[src/rtl/uart_comm_param_if.sv]
// CPU-side word interface of uart_comm_param: TX push port and FWFT RX pop port.
// Master is the CPU/bench side, slave is the UART.
interface uart_comm_param_if #(
  parameter int unsigned DATA_BITS = 8
);
  logic                 send_flag;
  logic [DATA_BITS-1:0] send_data;
  logic                 recv_flag;
  logic [DATA_BITS-1:0] recv_data;
  logic                 sendable;
  logic                 receivable;

  modport master (
    output send_flag, send_data, recv_flag,
    input  recv_data, sendable, receivable
  );

  modport slave (
    input  send_flag, send_data, recv_flag,
    output recv_data, sendable, receivable
  );
endinterface

[src/rtl/uart_comm_param.sv]
// Parametrised full-duplex UART with TX/RX FIFOs, runtime parity/stop selection and sticky RX errors.
// Optional macro UART_LOOPBACK_EN adds a 'loopback' input routing internal TX serial into RX.

module uart_comm_param_fifo #(
  parameter int unsigned WIDTH = 8,
  parameter int unsigned DEPTH = 16
) (
  input  logic             CLK,
  input  logic             RST_N,
  input  logic             i_push,
  input  logic [WIDTH-1:0] i_wdata,
  input  logic             i_pop,
  output logic [WIDTH-1:0] o_head,
  output logic             o_not_empty,
  output logic             o_not_full
);
  localparam int unsigned AW = $clog2(DEPTH);
  localparam int unsigned CW = $clog2(DEPTH + 1);

  logic [WIDTH-1:0] r_mem [DEPTH];
  logic [AW-1:0]    r_wr;
  logic [AW-1:0]    r_rd;
  logic [CW-1:0]    r_cnt;
  logic [WIDTH-1:0] r_head;
  logic             w_pop;
  logic             w_push;

  assign w_pop       = i_pop && (r_cnt != '0);
  assign w_push      = i_push && ((r_cnt != CW'(DEPTH)) || w_pop);
  assign o_head      = r_head;
  assign o_not_empty = (r_cnt != '0);
  assign o_not_full  = (r_cnt != CW'(DEPTH));

  always_ff @(posedge CLK) begin
    if (w_push) r_mem[r_wr] <= i_wdata;
  end

  // Head is registered so it resets to zero; it tracks the word that will be at rd after this cycle.
  always_ff @(posedge CLK) begin
    if (!RST_N) begin
      r_wr   <= '0;
      r_rd   <= '0;
      r_cnt  <= '0;
      r_head <= '0;
    end else begin
      if (w_push) r_wr <= r_wr + AW'(1);
      if (w_pop)  r_rd <= r_rd + AW'(1);
      if (w_push && !w_pop)      r_cnt <= r_cnt + CW'(1);
      else if (w_pop && !w_push) r_cnt <= r_cnt - CW'(1);
      if (r_cnt == '0) begin
        if (w_push) r_head <= i_wdata;
      end else if (w_pop) begin
        if (r_cnt == CW'(1)) begin
          if (w_push) r_head <= i_wdata;
        end else begin
          r_head <= r_mem[r_rd + AW'(1)];
        end
      end
    end
  end
endmodule

module uart_comm_param #(
  parameter int unsigned CLOCKRATE  = 80000000,
  parameter int unsigned BAUDRATE   = 9600,
  parameter int unsigned OVERSAMPLE = 16,
  parameter int unsigned DATA_BITS  = 8,
  parameter int unsigned FIFO_DEPTH = 16
) (
  input  logic                CLK,
  input  logic                RST_N,
  uart_comm_param_if.slave    bus,
  input  logic [1:0]          parity_mode,
  input  logic                stop2,
  input  logic                err_clr,
  output logic                parity_err,
  output logic                frame_err,
  output logic                overrun,
  output logic                Tx,
  input  logic                Rx
`ifdef UART_LOOPBACK_EN
  , input logic               loopback
`endif
);
  localparam int unsigned DIV_RAW = CLOCKRATE / (BAUDRATE * OVERSAMPLE);
  localparam int unsigned DIV     = (DIV_RAW < 1) ? 1 : DIV_RAW;
  localparam int unsigned DW      = (DIV > 1) ? $clog2(DIV) : 1;
  localparam int unsigned TW      = $clog2(OVERSAMPLE);
  localparam int unsigned BW      = $clog2(DATA_BITS);

  typedef enum logic [2:0] {RX_IDLE, RX_START, RX_DATA, RX_PARITY, RX_STOP1, RX_STOP2} rx_state_t;
  typedef enum logic [2:0] {TX_IDLE, TX_START, TX_DATA, TX_PARITY, TX_STOP1, TX_STOP2} tx_state_t;

  logic [DW-1:0] r_div;
  logic          w_tick;
  logic          w_rx_pin;
  logic          r_tx;

  assign w_tick = (r_div == DW'(DIV - 1));

  always_ff @(posedge CLK) begin
    if (!RST_N || w_tick) r_div <= '0;
    else                  r_div <= r_div + DW'(1);
  end

`ifdef UART_LOOPBACK_EN
  assign w_rx_pin = loopback ? r_tx : Rx;
  assign Tx       = loopback ? 1'b1 : r_tx;
`else
  assign w_rx_pin = Rx;
  assign Tx       = r_tx;
`endif

  // ---------------- RX front end ----------------
  logic       r_rx_s1, r_rx_s2, r_rx_prev;
  logic [2:0] r_rx_hist;
  logic       w_rx_bit;

  assign w_rx_bit = (r_rx_hist[0] & r_rx_hist[1]) | (r_rx_hist[1] & r_rx_hist[2]) |
                    (r_rx_hist[0] & r_rx_hist[2]);

  always_ff @(posedge CLK) begin
    if (!RST_N) begin
      r_rx_s1   <= 1'b1;
      r_rx_s2   <= 1'b1;
      r_rx_hist <= '1;
      r_rx_prev <= 1'b1;
    end else begin
      r_rx_s1 <= w_rx_pin;
      r_rx_s2 <= r_rx_s1;
      if (w_tick) begin
        r_rx_hist <= {r_rx_hist[1:0], r_rx_s2};
        r_rx_prev <= w_rx_bit;
      end
    end
  end

  // ---------------- RX FSM ----------------
  rx_state_t            r_rx_state, w_rx_state_n;
  logic [TW-1:0]        r_rx_tcnt, w_rx_tcnt_n, w_rx_limit;
  logic [BW-1:0]        r_rx_bit, w_rx_bit_n;
  logic [DATA_BITS-1:0] r_rx_shift, w_rx_shift_n;
  logic [1:0]           r_rx_mode, w_rx_mode_n;
  logic                 r_rx_stop2, w_rx_stop2_n;
  logic                 r_rx_perr, w_rx_perr_n;
  logic                 w_rx_push, w_perr_set, w_ferr_set, w_ovr_set;
  logic                 w_rx_not_full;

  assign w_rx_limit = (r_rx_state == RX_START) ? TW'(OVERSAMPLE / 2 - 1) : TW'(OVERSAMPLE - 1);
  assign w_ovr_set  = w_rx_push && !w_rx_not_full && !bus.recv_flag;

  always_ff @(posedge CLK) begin
    if (!RST_N) begin
      r_rx_state <= RX_IDLE;
      r_rx_tcnt  <= '0;
      r_rx_bit   <= '0;
      r_rx_shift <= '0;
      r_rx_mode  <= '0;
      r_rx_stop2 <= 1'b0;
      r_rx_perr  <= 1'b0;
    end else begin
      r_rx_state <= w_rx_state_n;
      r_rx_tcnt  <= w_rx_tcnt_n;
      r_rx_bit   <= w_rx_bit_n;
      r_rx_shift <= w_rx_shift_n;
      r_rx_mode  <= w_rx_mode_n;
      r_rx_stop2 <= w_rx_stop2_n;
      r_rx_perr  <= w_rx_perr_n;
    end
  end

  // A start needs a high-to-low transition, so a line held low after a framing error is not re-read.
  always_comb begin
    w_rx_state_n = r_rx_state;
    w_rx_tcnt_n  = r_rx_tcnt;
    w_rx_bit_n   = r_rx_bit;
    w_rx_shift_n = r_rx_shift;
    w_rx_mode_n  = r_rx_mode;
    w_rx_stop2_n = r_rx_stop2;
    w_rx_perr_n  = r_rx_perr;
    w_rx_push    = 1'b0;
    w_perr_set   = 1'b0;
    w_ferr_set   = 1'b0;
    if (w_tick) begin
      if (r_rx_state == RX_IDLE) begin
        if (!w_rx_bit && r_rx_prev) begin
          w_rx_state_n = RX_START;
          w_rx_tcnt_n  = '0;
          w_rx_mode_n  = parity_mode;
          w_rx_stop2_n = stop2;
          w_rx_perr_n  = 1'b0;
        end
      end else if (r_rx_tcnt != w_rx_limit) begin
        w_rx_tcnt_n = r_rx_tcnt + TW'(1);
      end else begin
        w_rx_tcnt_n = '0;
        case (r_rx_state)
          RX_START: begin
            w_rx_state_n = w_rx_bit ? RX_IDLE : RX_DATA;
            w_rx_bit_n   = '0;
          end
          RX_DATA: begin
            w_rx_shift_n = {w_rx_bit, r_rx_shift[DATA_BITS-1:1]};
            if (r_rx_bit == BW'(DATA_BITS - 1))
              w_rx_state_n = (r_rx_mode == 2'd1 || r_rx_mode == 2'd2) ? RX_PARITY : RX_STOP1;
            else
              w_rx_bit_n = r_rx_bit + BW'(1);
          end
          RX_PARITY: begin
            if ((^r_rx_shift) ^ w_rx_bit ^ (r_rx_mode == 2'd2)) begin
              w_rx_perr_n = 1'b1;
              w_perr_set  = 1'b1;
            end
            w_rx_state_n = RX_STOP1;
          end
          RX_STOP1: begin
            if (!w_rx_bit) begin
              w_ferr_set   = 1'b1;
              w_rx_state_n = RX_IDLE;
            end else if (r_rx_stop2) begin
              w_rx_state_n = RX_STOP2;
            end else begin
              w_rx_push    = !r_rx_perr;
              w_rx_state_n = RX_IDLE;
            end
          end
          RX_STOP2: begin
            if (!w_rx_bit) w_ferr_set = 1'b1;
            else           w_rx_push  = !r_rx_perr;
            w_rx_state_n = RX_IDLE;
          end
          default: w_rx_state_n = RX_IDLE;
        endcase
      end
    end
  end

  always_ff @(posedge CLK) begin
    if (!RST_N || err_clr) begin
      parity_err <= 1'b0;
      frame_err  <= 1'b0;
      overrun    <= 1'b0;
    end else begin
      if (w_perr_set) parity_err <= 1'b1;
      if (w_ferr_set) frame_err  <= 1'b1;
      if (w_ovr_set)  overrun    <= 1'b1;
    end
  end

  uart_comm_param_fifo #(.WIDTH(DATA_BITS), .DEPTH(FIFO_DEPTH)) u_rx_fifo (
    .CLK        (CLK),
    .RST_N      (RST_N),
    .i_push     (w_rx_push),
    .i_wdata    (r_rx_shift),
    .i_pop      (bus.recv_flag),
    .o_head     (bus.recv_data),
    .o_not_empty(bus.receivable),
    .o_not_full (w_rx_not_full)
  );

  // ---------------- TX FSM ----------------
  tx_state_t            r_tx_state, w_tx_state_n;
  logic [TW-1:0]        r_tx_tcnt, w_tx_tcnt_n;
  logic [BW-1:0]        r_tx_bit, w_tx_bit_n;
  logic [DATA_BITS-1:0] r_tx_shift, w_tx_shift_n;
  logic                 r_tx_paren, w_tx_paren_n;
  logic                 r_tx_par, w_tx_par_n;
  logic                 r_tx_stop2, w_tx_stop2_n;
  logic                 w_tx_n, w_tx_pop, w_tx_load, w_tx_bnd;
  logic [DATA_BITS-1:0] w_tx_head;
  logic                 w_tx_not_empty;

  assign w_tx_bnd = w_tick && (r_tx_tcnt == TW'(OVERSAMPLE - 1));

  always_ff @(posedge CLK) begin
    if (!RST_N) begin
      r_tx_state <= TX_IDLE;
      r_tx_tcnt  <= '0;
      r_tx_bit   <= '0;
      r_tx_shift <= '0;
      r_tx_paren <= 1'b0;
      r_tx_par   <= 1'b0;
      r_tx_stop2 <= 1'b0;
      r_tx       <= 1'b1;
    end else begin
      r_tx_state <= w_tx_state_n;
      r_tx_tcnt  <= w_tx_tcnt_n;
      r_tx_bit   <= w_tx_bit_n;
      r_tx_shift <= w_tx_shift_n;
      r_tx_paren <= w_tx_paren_n;
      r_tx_par   <= w_tx_par_n;
      r_tx_stop2 <= w_tx_stop2_n;
      r_tx       <= w_tx_n;
    end
  end

  // The last stop bit may chain straight into the next start, equivalent to one boundary spent in IDLE.
  always_comb begin
    w_tx_state_n = r_tx_state;
    w_tx_tcnt_n  = r_tx_tcnt;
    w_tx_bit_n   = r_tx_bit;
    w_tx_shift_n = r_tx_shift;
    w_tx_paren_n = r_tx_paren;
    w_tx_par_n   = r_tx_par;
    w_tx_stop2_n = r_tx_stop2;
    w_tx_n       = r_tx;
    w_tx_load    = 1'b0;
    w_tx_pop     = 1'b0;
    if (w_tick) w_tx_tcnt_n = w_tx_bnd ? '0 : r_tx_tcnt + TW'(1);
    if (w_tx_bnd) begin
      case (r_tx_state)
        TX_IDLE: w_tx_load = w_tx_not_empty;
        TX_START: begin
          w_tx_n       = r_tx_shift[0];
          w_tx_shift_n = r_tx_shift >> 1;
          w_tx_bit_n   = '0;
          w_tx_state_n = TX_DATA;
        end
        TX_DATA: begin
          if (r_tx_bit == BW'(DATA_BITS - 1)) begin
            w_tx_n       = r_tx_paren ? r_tx_par : 1'b1;
            w_tx_state_n = r_tx_paren ? TX_PARITY : TX_STOP1;
          end else begin
            w_tx_n       = r_tx_shift[0];
            w_tx_shift_n = r_tx_shift >> 1;
            w_tx_bit_n   = r_tx_bit + BW'(1);
          end
        end
        TX_PARITY: begin
          w_tx_n       = 1'b1;
          w_tx_state_n = TX_STOP1;
        end
        TX_STOP1: begin
          if (r_tx_stop2) begin
            w_tx_state_n = TX_STOP2;
          end else begin
            w_tx_state_n = TX_IDLE;
            w_tx_load    = w_tx_not_empty;
          end
        end
        TX_STOP2: begin
          w_tx_state_n = TX_IDLE;
          w_tx_load    = w_tx_not_empty;
        end
        default: w_tx_state_n = TX_IDLE;
      endcase
    end
    if (w_tx_load) begin
      w_tx_pop     = 1'b1;
      w_tx_state_n = TX_START;
      w_tx_n       = 1'b0;
      w_tx_shift_n = w_tx_head;
      w_tx_paren_n = (parity_mode == 2'd1) || (parity_mode == 2'd2);
      w_tx_par_n   = (^w_tx_head) ^ (parity_mode == 2'd2);
      w_tx_stop2_n = stop2;
    end
  end

  uart_comm_param_fifo #(.WIDTH(DATA_BITS), .DEPTH(FIFO_DEPTH)) u_tx_fifo (
    .CLK        (CLK),
    .RST_N      (RST_N),
    .i_push     (bus.send_flag),
    .i_wdata    (bus.send_data),
    .i_pop      (w_tx_pop),
    .o_head     (w_tx_head),
    .o_not_empty(w_tx_not_empty),
    .o_not_full (bus.sendable)
  );
endmodule

[src/flat_wrapper.sv]
// flat-port wrapper written by rule: the top's interface ports become plain ports
module uart_comm_param_flat 
#(
  parameter int unsigned CLOCKRATE  = 80000000,
  parameter int unsigned BAUDRATE   = 9600,
  parameter int unsigned OVERSAMPLE = 16,
  parameter int unsigned DATA_BITS  = 8,
  parameter int unsigned FIFO_DEPTH = 16
)
  (CLK, RST_N, parity_mode, stop2, err_clr, parity_err, frame_err, overrun, Tx, Rx, bus_send_flag, bus_send_data, bus_recv_flag, bus_recv_data, bus_sendable, bus_receivable);
  uart_comm_param_if #(.DATA_BITS(DATA_BITS)) bus_i ();
  input  logic CLK;
  input  logic RST_N;
  input  logic [1:0] parity_mode;
  input  logic stop2;
  input  logic err_clr;
  output logic parity_err;
  output logic frame_err;
  output logic overrun;
  output logic Tx;
  input  logic Rx;
  input wire logic [$bits(bus_i.send_flag)-1:0] bus_send_flag;
  input wire logic [$bits(bus_i.send_data)-1:0] bus_send_data;
  input wire logic [$bits(bus_i.recv_flag)-1:0] bus_recv_flag;
  output wire logic [$bits(bus_i.recv_data)-1:0] bus_recv_data;
  output wire logic [$bits(bus_i.sendable)-1:0] bus_sendable;
  output wire logic [$bits(bus_i.receivable)-1:0] bus_receivable;
  assign bus_i.send_flag = bus_send_flag;
  assign bus_i.send_data = bus_send_data;
  assign bus_i.recv_flag = bus_recv_flag;
  assign bus_recv_data = bus_i.recv_data;
  assign bus_sendable = bus_i.sendable;
  assign bus_receivable = bus_i.receivable;
  uart_comm_param #(.CLOCKRATE(CLOCKRATE), .BAUDRATE(BAUDRATE), .OVERSAMPLE(OVERSAMPLE), .DATA_BITS(DATA_BITS), .FIFO_DEPTH(FIFO_DEPTH)) u_core (.CLK(CLK), .RST_N(RST_N), .bus(bus_i), .parity_mode(parity_mode), .stop2(stop2), .err_clr(err_clr), .parity_err(parity_err), .frame_err(frame_err), .overrun(overrun), .Tx(Tx), .Rx(Rx));
endmodule
[config.mk]
export PLATFORM = sky130hd
export DESIGN_NAME = uart_comm_param_flat
export DESIGN_NICKNAME = d
export VERILOG_FILES = /design/src/rtl/uart_comm_param_if.sv /design/src/rtl/uart_comm_param.sv /design/src/flat_wrapper.sv
export SDC_FILE = /design/constraint.sdc
export NUM_CORES = 1
export LEC_CHECK = 0
export ABC_AREA = 1
export CELL_PAD_IN_SITES_DETAIL_PLACEMENT = 1
export CELL_PAD_IN_SITES_GLOBAL_PLACEMENT = 2
export CORE_MARGIN = 5
export CORE_UTILIZATION = 41
export CTS_CLUSTER_DIAMETER = 200
export CTS_CLUSTER_SIZE = 24
export DETAILED_ROUTE_END_ITERATION = 16
export PLACE_DENSITY = 0.85
export SYNTH_ARGS = -nofsm -noshare
export SYNTH_HDL_FRONTEND = slang
export SYNTH_SLANG_ARGS = --single-unit
[constraint.sdc]
create_clock -name CLK -period 4 [get_ports CLK]
set_clock_uncertainty 0.2 [all_clocks]
set_input_delay 1.2 -clock CLK [delete_from_list [all_inputs] [get_ports CLK]]
set_output_delay 1.2 -clock CLK [all_outputs]
set_load 0.01 [all_outputs]
==> reports/metrics.cfg <==
[grt]
grt_overflow=0
number_of_antenna_violations_at_the_first_check_in_global_routing=0
grt_util_met1_pct=26.2
met3_usage_pct=1.45
busiest_layer=met2
groute.usage.overall_pct=19.1
vias_in_the_first_global_route=11915
grt_start_max_net_pins=67
grt_first_pass_wirelength_um=66600
met2_usage_pct=33.2

[power_and_ir_drop]
power_leakage_nw=6.59
power.total_mw=8.75
pd_cells_nw_per_um2=501
vdd.ir_drop.worst_uv=352

[worst_hold_path]
holdPathEnd=u_core.r_rx_s2
hold_depth=1
holdCritPathClass=reg -> reg
holdCritStartpoint=u_core.r_rx_s1

[route]
number_of_iterations_in_the_first_detailed_routing_pass=5
viasPerCell=5.26
detail_route.iter0.violations=798
avgRoutedWirePerCell_um=19.1
finalWirelength_um=41900
postRouteAntennaNets=0
drcViolationCount=0
routed-via-count=11509

[timing]
period_needed_ps=3690
max_freq_ghz=0.271
final_min_period_over_clock_period_pct=92.3
report.final.setup_viol=0
final.setup.worst_slack_ps=309
hold_fails_final_rpt=0
unrepaired_setup_endpoints_after_global_routing=no
tns_ps=0
worstMarginPinSlew_ps=1050
slew_headroom_pct=30.0
maxSlewViolCount=0

[worst_setup_path]
path_cells=inv_1 > ha_1 > inv_1 > nor3_1 > nand2_1 > clkdlybuf4s50_1
crit_path_end_kind=primary output
worst_ep_required_time_ps=2600
timing.critical_path.mode_cell=sky130_fd_sc_hd__inv_1
worst_ep_arrival_time_ps=2290
r2r-start=u_core.r_div[0]
rr_endpoint=u_core.u_rx_fifo.r_cnt[3]
critical_path_class=reg -> out
critPathLaunch=u_core.u_rx_fifo.r_cnt[1]
rr_worst_depth=15
timing.critical_path.from_type=flip-flop
crit_fanout=4
rrSetupSlack_ps=890
worst_path_max_delay_cell=sky130_fd_sc_hd__clkdlybuf4s50_1
slowest_delay_ps=510

[floorplanning]
fp.dieArea_um2=43100
starting_density_pct=41.4
io_pins=31
fp-row-count=72
floorplan.core_area_um2=38600
chipHeight_um=208
die_width_um=208

[place]
place_congestion=0.846
pre_cts_ws_ps=340
detailed_place.area_um2=16900
place_hpwl_um=28500
numPortBuffers=30

[cts]
root_buffer=sky130_fd_sc_hd__clkbuf_16
tritoncts=yes
clock_sink_count=361
cts-htree-levels=1
worst_setup_hold_path_clk_slew_ps=100
cts-hold-fix-buffers=0
insertion_delay_ps=530
post_cts_buffers=0
maximum_number_of_buffers_from_clock_root_to_sink=3
cts_buffers=19
cts_resized=0

[logic_synthesis]
yosys_most_used_dff=sky130_fd_sc_hd__edfxtp_1
post_synthesis_area_per_instance_um2=9.75
mappedNetlistNets=1686
yosys_warnings=0
ys_ff_latch=361
synth_enable_flop_cells=256
async_set_reset_flop_share_out_of_synthesis_pct=0
synth.distinct_cells=53
netlist_area_um2=16000
synth-seq-area-share_pct=61.2
syn_inst_count=1641

[cells_and_area]
nFillCells=4360
layout.nets=1703
layout-area-overhead-vs-synth_pct=9.11
layout.area.seq_um2=9790
num_antenna_cells=0
final_cell_area_um2=17500
multi_input_gate_area_um2=5360
layout-drive-gt1-share_pct=6.71

[run_status]
outcome=complete, no violations

[job]
max_cap_violations=0

## worst max-delay path by stage
| stage | depth (start not counted) | endpoint | slack (ps) |
|---|---|---|---|
| floorplan | 9 | u_core.u_tx_fifo.r_cnt[4] | 1010 |
| global route | 6 | bus_receivable | 100 |
| detailed placement | 11 | u_core.u_rx_fifo.r_cnt[3] | 340 |
| finish | 6 | bus_receivable | 310 |
| global placement | 9 | u_core.u_tx_fifo.r_cnt[4] | 430 |
| CTS | 6 | bus_receivable | 290 |
## registers in the layout, summed over array words and instances, names as in the netlist, 5 cells and up
register,count
u_core.u_tx_fifo.r_cnt,5
u_core.u_tx_fifo.o_head,8
u_core.u_rx_fifo.r_cnt,5
u_core.u_tx_fifo.r_mem,128
u_core.u_rx_fifo.r_mem,128
u_core.r_tx_shift,8
u_core.r_div,10
u_core.r_rx_shift,8
u_core.u_rx_fifo.o_head,8
## layer usage
metal	up-vias	part of all wire, %
li1	5592	-
met1	5665	45
met2	199	49
met5	-	0
met3	53	3.1
met4	0	2.4
## metrics by stage
| stage | hold WS (ps) | utilization [%] | cells |
|---|---|---|---|
| final | 220 | 45.2 | 2188 |
| after global routing | 258 | 45.2 | 2188 |
| after CTS | 233 | 45.2 | 2188 |
| after detailed placement | 200 | 43.7 | 2155 |
| after global placement | 197 | 43.7 | 2155 |
| after floorplan | 193 | - | 1641 |
## cell type report
type	count	share of cell area [%]
Sequential cell	361	56.1
Multi-Input combinational cell	1065	30.7
Tap cell	518	3.71
Inverter	152	3.27
Timing Repair Buffer	59	3.01
Clock buffer	30	2.96
Clock inverter	3	0.322
## cell families after synthesis
logic type,share of synthesized area [%]
AOI/OAI and AO/OA,9.44
xor gates and xnor gates,1.76
adders and majority gates,2.19
buffers and inverters,5.39
and+or+nand+nor,20.1
DFF,61.2
## placed cells by master (no fill, tap or decap), types with 28 or more instances in the layout
cell and n:
sky130_fd_sc_hd__a21oi_1 75, sky130_fd_sc_hd__buf_4 28, sky130_fd_sc_hd__clkdlybuf4s50_1 29, sky130_fd_sc_hd__dfxtp_1 103, sky130_fd_sc_hd__edfxtp_1 256, sky130_fd_sc_hd__ha_1 28, sky130_fd_sc_hd__inv_1 137, sky130_fd_sc_hd__nand2_1 193
sky130_fd_sc_hd__nand3_1 154, sky130_fd_sc_hd__nor2_1 326, sky130_fd_sc_hd__o21ai_0 150
## power breakdown
group | switching (mW) | internal, mW | total [mW]
Clock | 1.20 | 0.951 | 2.15
Sequential | 0.127 | 4.09 | 4.22
Combinational | 1.65 | 0.736 | 2.38
## worst max-delay path, delay by kind of cell, from the launching register on
family	cells	cell delay [ps]
flops	1	340
simple gates	2	510
fa+ha+maj	1	230
buf+inv	3	700
## cells in the mapped netlist, types with 7 or more instances
master	instances	share of area, %
sky130_fd_sc_hd__nor2_1	326	7.6
sky130_fd_sc_hd__or2_2	7	0.27
sky130_fd_sc_hd__edfxtp_1	256	48
sky130_fd_sc_hd__buf_2	20	0.63
sky130_fd_sc_hd__a21oi_1	75	2.3
sky130_fd_sc_hd__dfxtp_1	105	13
sky130_fd_sc_hd__inv_1	137	3.2
sky130_fd_sc_hd__nand2_1	193	4.5
sky130_fd_sc_hd__clkbuf_1	31	0.73
sky130_fd_sc_hd__nand3_1	154	4.8
sky130_fd_sc_hd__a211oi_1	12	0.56
sky130_fd_sc_hd__nor3_1	12	0.38
sky130_fd_sc_hd__inv_2	11	0.26
sky130_fd_sc_hd__nand4_1	20	0.78
sky130_fd_sc_hd__ha_1	28	2.2
sky130_fd_sc_hd__o21ai_0	150	4.7
sky130_fd_sc_hd__xnor2_1	10	0.55
sky130_fd_sc_hd__o211ai_1	12	0.56
sky130_fd_sc_hd__xor2_1	11	0.60
(Power assumes the default switching activity.)
